===== config.mk =====
export PLATFORM = sky130hd
export DESIGN_NAME = s3g_rx
export DESIGN_NICKNAME = d
export VERILOG_FILES = /design/src/rtl/s3g_rx.sv
export SDC_FILE = /design/constraint.sdc
export NUM_CORES = 1
export LEC_CHECK = 0
export BUFFER_PORTS_ARGS = -buffer_cell sky130_fd_sc_hd__buf_2
export CAP_MARGIN = 20
export CORE_UTILIZATION = 48
export DETAILED_ROUTE_END_ITERATION = 10
export PLACE_DENSITY = 0.85
export REMOVE_ABC_BUFFERS = 1
export SYNTH_ARGS = -nofsm -noshare
export SYNTH_HDL_FRONTEND = slang
export SYNTH_SLANG_ARGS = --single-unit

===== constraint.sdc =====
create_clock -name clk -period 1.8 [get_ports clk]
set_clock_uncertainty 0.2 [all_clocks]
set_input_delay 0.09 -clock clk [delete_from_list [all_inputs] [get_ports clk]]
set_output_delay 0.09 -clock clk [all_outputs]
set_load 0.01 [all_outputs]

===== src/rtl/s3g_rx.sv =====
// s3g_rx: S3G packet receiver (0xD5 hunt, length, up to 16 payload bytes, Maxim CRC-8 check).
// Optional inter-byte timeout enabled by defining S3G_RX_TIMEOUT_EN.
module s3g_rx #(
  parameter int TIMEOUT_CYCLES = 100000
) (
  input  logic       clk,
  input  logic       rst,
  input  logic [7:0] uart_data,
  input  logic       uart_valid,
  output logic       rx_packet_done,
  output logic       rx_packet_error,
  output logic       rx_buffer_valid,
  output logic [7:0] rx_payload_len,
  output logic [7:0] rx_buf0,
  output logic [7:0] rx_buf1,
  output logic [7:0] rx_buf2,
  output logic [7:0] rx_buf3,
  output logic [7:0] rx_buf4,
  output logic [7:0] rx_buf5,
  output logic [7:0] rx_buf6,
  output logic [7:0] rx_buf7,
  output logic [7:0] rx_buf8,
  output logic [7:0] rx_buf9,
  output logic [7:0] rx_buf10,
  output logic [7:0] rx_buf11,
  output logic [7:0] rx_buf12,
  output logic [7:0] rx_buf13,
  output logic [7:0] rx_buf14,
  output logic [7:0] rx_buf15,
  output logic [7:0] rx_error_count
);

  typedef enum logic [1:0] {S_IDLE, S_LEN, S_PAYLOAD, S_CRC} state_t;

  state_t     state, state_nx;
  logic [7:0] buf_q [16];
  logic [3:0] idx;
  logic [7:0] crc;
  logic       timeout;
  logic       start, len_wr, pay_wr, done_d, err_d;

  // Maxim CRC-8: reflected poly 0x8C, LSB first
  function automatic logic [7:0] crc8_byte(input logic [7:0] c, input logic [7:0] d);
    logic [7:0] r;
    r = c ^ d;
    for (int i = 0; i < 8; i++) r = r[0] ? ((r >> 1) ^ 8'h8C) : (r >> 1);
    return r;
  endfunction

`ifdef S3G_RX_TIMEOUT_EN
  localparam int CW = $clog2(TIMEOUT_CYCLES + 1);
  logic [CW-1:0] to_cnt;

  always_ff @(posedge clk or negedge rst) begin
    if (!rst)                            to_cnt <= '0;
    else if (uart_valid || state == S_IDLE) to_cnt <= '0;
    else                                 to_cnt <= to_cnt + 1'b1;
  end

  assign timeout = (state != S_IDLE) && !uart_valid && (to_cnt == CW'(TIMEOUT_CYCLES - 1));
`else
  logic unused_timeout;
  assign unused_timeout = (TIMEOUT_CYCLES != 0);
  assign timeout = 1'b0;
`endif

  always_ff @(posedge clk or negedge rst) begin
    if (!rst) state <= S_IDLE;
    else      state <= state_nx;
  end

  always_comb begin
    state_nx = state;
    case (state)
      S_IDLE:    if (uart_valid && uart_data == 8'hD5) state_nx = S_LEN;
      S_LEN: begin
        if (timeout) state_nx = S_IDLE;
        else if (uart_valid) begin
          if (uart_data > 8'd16)       state_nx = S_IDLE;
          else if (uart_data == 8'd0)  state_nx = S_CRC;
          else                         state_nx = S_PAYLOAD;
        end
      end
      S_PAYLOAD: begin
        if (timeout) state_nx = S_IDLE;
        else if (uart_valid && {4'd0, idx} == rx_payload_len - 8'd1) state_nx = S_CRC;
      end
      S_CRC:     if (timeout || uart_valid) state_nx = S_IDLE;
      default:   state_nx = S_IDLE;
    endcase
  end

  always_comb begin
    start  = uart_valid && state == S_IDLE && uart_data == 8'hD5;
    len_wr = uart_valid && state == S_LEN;
    pay_wr = uart_valid && state == S_PAYLOAD;
    done_d = uart_valid && state == S_CRC && uart_data == crc;
    err_d  = timeout
          || (len_wr && uart_data > 8'd16)
          || (uart_valid && state == S_CRC && uart_data != crc);
  end

  always_ff @(posedge clk or negedge rst) begin
    if (!rst) begin
      rx_packet_done  <= 1'b0;
      rx_packet_error <= 1'b0;
      rx_buffer_valid <= 1'b0;
      rx_payload_len  <= 8'd0;
      rx_error_count  <= 8'd0;
      idx             <= 4'd0;
      crc             <= 8'd0;
      for (int i = 0; i < 16; i++) buf_q[i] <= 8'd0;
    end else begin
      rx_packet_done  <= done_d;
      rx_packet_error <= err_d;
      if (err_d && rx_error_count != 8'hFF) rx_error_count <= rx_error_count + 8'd1;
      if (start) begin
        rx_buffer_valid <= 1'b0;
        crc             <= 8'd0;
        for (int i = 0; i < 16; i++) buf_q[i] <= 8'd0;
      end
      if (done_d) rx_buffer_valid <= 1'b1;
      if (len_wr) begin
        rx_payload_len <= uart_data;
        idx            <= 4'd0;
      end
      if (pay_wr) begin
        buf_q[idx] <= uart_data;
        crc        <= crc8_byte(crc, uart_data);
        idx        <= idx + 4'd1;
      end
    end
  end

  assign rx_buf0  = buf_q[0];
  assign rx_buf1  = buf_q[1];
  assign rx_buf2  = buf_q[2];
  assign rx_buf3  = buf_q[3];
  assign rx_buf4  = buf_q[4];
  assign rx_buf5  = buf_q[5];
  assign rx_buf6  = buf_q[6];
  assign rx_buf7  = buf_q[7];
  assign rx_buf8  = buf_q[8];
  assign rx_buf9  = buf_q[9];
  assign rx_buf10 = buf_q[10];
  assign rx_buf11 = buf_q[11];
  assign rx_buf12 = buf_q[12];
  assign rx_buf13 = buf_q[13];
  assign rx_buf14 = buf_q[14];
  assign rx_buf15 = buf_q[15];

endmodule


======== Word level (Yosys, flattened, before mapping) ========
Cells that the tools add are included.
storage, ports and cells
  input bits .............................. 11
  register bits ........................... 161
  output and inout port bits .............. 147
cells by class
  reduce and logical (&&, ||, !) cells .... 19
  equal/unequal tests ..................... 12
  $add $sub $neg .......................... 3
  bitwise logic cells ..................... 10
  multiplexer cells ....................... 26
  magnitude comparators ................... 3
operator list
  cell                                                                              number
  128-bit two-way mux                                                               2
  128-bit bitwise mux                                                               1
  8-bit two-way mux                                                                 11
  8-bit demux with 4-bit select                                                     1
  2-bit NOT with 3-bit output                                                       8
  1-bit logical AND                                                                 12
  2-bit two-way mux                                                                 5
  8-bit by 1-bit adder with 8-bit output (second input constant)                    1
  4-bit by 8-bit equality test with 1-bit output                                    1
  8-bit equality test                                                               1
  8-bit equality test (second input constant)                                       1
  8-bit by 5-bit greater-than comparator with 1-bit output (second input constant)  1
  8-bit zero test                                                                   1
  4-bit two-way mux                                                                 2
  2-bit inequality test (second input constant)                                     4
  8-bit inequality test                                                             1
  8-bit inequality test (second input constant)                                     1
  2-bit case mux with 4 select lines                                                1
  8-bit by 1-bit subtractor with 8-bit output (second input constant)               1
  8-bit XOR                                                                         1
  2-bit nonzero test                                                                3
  5-bit greater-or-equal comparator (second input constant)                         1
  5-bit by 1-bit less-than comparator with 1-bit output (second input constant)     1
  4-bit NOT with 5-bit output                                                       1
  other kinds (7)                                                                   10

======== Logic depth before layout (Yosys ltp) ========
  depth in word-level cells ............... 18
  mapped depth ............................ 7
  mapped depth without buffers ............ 7

======== Worst setup path before layout ========
Ideal clock, no wire load.
  kind .................................... reg2reg
  start point ............................. register (tool-made name)
  end point ............................... register buf_q, in the netlist rx_buf3[0]
  data arrival time ....................... 1.620 ns
  path slack .............................. -0.141 ns
  cell stages (with the launch flop) ...... 8
  period minus slack after synthesis ...... 1.941 ns
  path buffers ............................ 2
  path through ............................ dfrtp_1 buf_4 nor4b_2 nand2_1 nor4_4 buf_6 nor2_1 a22o_1
RTL lines
  what                            line  RTL
  end signal: indexed assignment  128   buf_q[idx] <= uart_data;
  end: declaration                36    logic [7:0] buf_q [16];

==> results.md <==
* Status: finished with violations
* Violated checks: negative setup slack
* GRT Residual Overflow at 0
* Port buffer count at 157
* Initial antenna violation count at 0
* Reg2reg path depth at 6
* Register area share after synthesis at 61.2%
* Worst-skew pair later-pin latency at 420 ps
* Post-synth ARST share at 100%
* Pre-CTS WS at -172 ps
* Area of the multi-input gates at 0.00260 mm^2
* Hold path start: uart_data[4]
* Initial detailed-routing violation count at 398
* GPL Wtd Cong at 0.866
* Reg clk slew, reported paths at 60 ps
* Critical path data required time at 1900 ps
* Setup ws final at -111 ps
* # IOs at 158
* RR Endpoint: rx_buf1[7]
* Path type of the worst setup path: reg -> reg
* CP Capture Type: flop
* Die footprint at 0.0142 mm^2
* Total power per unit cell area at 1100 mW/mm^2
* Die Y at 119 um
* Min Hold Slack at 25.8 ps
* Die width at 119 um
* DP Cell Count at 871
* Syn Std Cell Area at 0.00658 mm^2
* FF/Latch Area at 0.00403 mm^2
* Slew HR at 58.4%
* RSZ-0062 raised after global routing: yes
* FILL cells at 962
* Initial Util at 49.5%
* Max_cap viols at 0
* Reg2reg setup slack at -110 ps
* Post-Syn Area per Cell at 13.1 um^2
* Period utilisation layout at 106%
* Largest net degree at the start of global routing at 81
* Detailed placer's ending HPWL at 12900 um
* Cells along the critical path: nor4b_2 > nand2_1 > nor4_4 > buf_6 > nor2_4 > a22o_1
* Final Power at 9.78 mW
* Synth top area cells: dfrtp_1, a22o_1, xnor2_1
* First-pass GRT wire length at 30300 um
* CP max stage delay at 430 ps
* Max rail drop VDD at 0.000626 V
* HP Class: in -> reg
* Antenna cells at 0
* CTS sink cnt at 161
* DRC Markers at 0
* Slew @ Worst Pin at 622 ps
* CTS tree: done
* Critical Path AT at 2020 ps
* Crit path depth at 6
* Number of vias per cell at 5.87
* Buf/Inv on CP at 1
* Fmax at 523 MHz
* Fin nets at 750
* Leakage at 4.66 nW
* Final hold viol count at 0
* Max Slew Vio Count at 0
* Most common cell after layout, fill and taps aside: dfrtp_1
* Gr usage total at 28.4%
* Row count at 42
* CP max-delay cell: dfrtp_2
* Vias in the first global route at 5428
* Top cell type's share of synthesized area at 61.2%
* Synth Flop Type: dfrtp_1
* Mapped Cells at 501
* ANT nets after route at 0
* Crit path max fanout at 8
* Via count at 5410
* H-tree depth at 4
* Clock Path Buffers at 2
* Worst path top cell family by delay: simple AND/OR/NAND/NOR gates
* Crit path to: rx_buf1[7]
* Pre-antenna DRT Iters at 4
* Core Util, Final at 67.1%
* Distinct cells, synth at 46
* Crit path time final at 1910 ps
* Post-synth EDFFs at 0
* DR WL/cell at 21.1 um
* Dominant cell type by area after synthesis: dfrtp_1
* Final setup fails at 131
* Most frequent cells in the layout: dfrtp_1, buf_2, a22o_1, buf_4, nor2_2
* Seq cells post-synth at 161
* Std-Cell Core Area at 0.0133 mm^2
* Routed WL at 19500 um
* Startpoint class of the critical path: flop
* CTS Root Cell: clkbuf_16
* Layout area overhead at 35.5%
* TritonCTS buffer count at 17
* Layout Cells excl Fill at 922
* Total number of yosys warnings at 0
* Layout cell share with drive strength beyond 1 at 43.4%
cells by family after synthesis:
kind of cell    count (synthesis)  share of synthesized area (%)
mux                            11                           1.86
buf+inv                        33                           2.42
compound gates                156                           19.7
flops                         161                           61.2
simple gates                  101                           9.09
fa+ha+maj                       6                           1.14
xor+xnor                       33                           4.51
cell type report:
cell class / count / share of cell area, %
clock buffer: 18 / 4.81
inverter: 5 / 0.210
tap: 176 / 2.47
sequential: 161 / 45.2
timing repair buffer: 241 / 16.9
clock inverter: 14 / 1.22
multi-input combinational: 307 / 29.2
cells in the mapped netlist (7+ instances only):
cell type / instances
buf_2: 7
clkbuf_1: 16
nand2_1: 12
o21ai_0: 12
dfrtp_1: 161
xnor2_1: 26
a22o_1: 128
nand2b_1: 7
nand3_1: 17
mux2_2: 9
nor2_1: 14
nor2_2: 20
per-stage QoR:
step	TNS (ps)	cell area, um^2
after global placement	-3070	7960
final	-9970	8920
after CTS	-8710	8790
after detailed placement	-12650	7960
after floorplan	-46430	6440
after global routing	-23580	8920
worst min-delay path by stage:
| stage | to | cells past startpoint | slack [ps] |
|---|---|---|---|
| final | rx_packet_done | 4 | 30 |
| after global routing | rx_buf2[1] | 3 | 20 |
| after CTS | rx_buf2[1] | 3 | 7 |
| after detailed placement | rx_error_count[3] | 1 | -290 |
| after global placement | rx_error_count[3] | 1 | -290 |
| after floorplan | async pin | 0 | -410 |
worst register-to-register path: stages, from the launching register on:
cell and delay [ps]:
dfrtp_2 430, nor4b_2 270, nand2_1 130, nor4_4 210
buf_6 240, nor2_4 90, a22o_1 210
per-layer routing:
layer  share of wire [%]  up-vias  track usage, %
li1                    -     2338               -
met1                  41     2771            37.3
met2                  50      254            46.0
met3                 6.4       47            6.03
met4                 2.5        0            11.2
met5                   0        -               0
timing repair:
action,4_1_cts,5_1_grt
resized for setup,29,22
hold buffers,15,0
setup endpoints to repair,135,147
endpoints found under the hold margin,210,0
pin swaps,10,14
buffers inserted,2,2
power breakdown:
part	internal (mW)	total [mW]	switching, mW
combinational	1.18	2.35	1.17
sequential	3.90	4.13	0.232
clock	1.78	3.30	1.52
total	6.86	9.78	2.92
(Power assumes the default switching activity.)
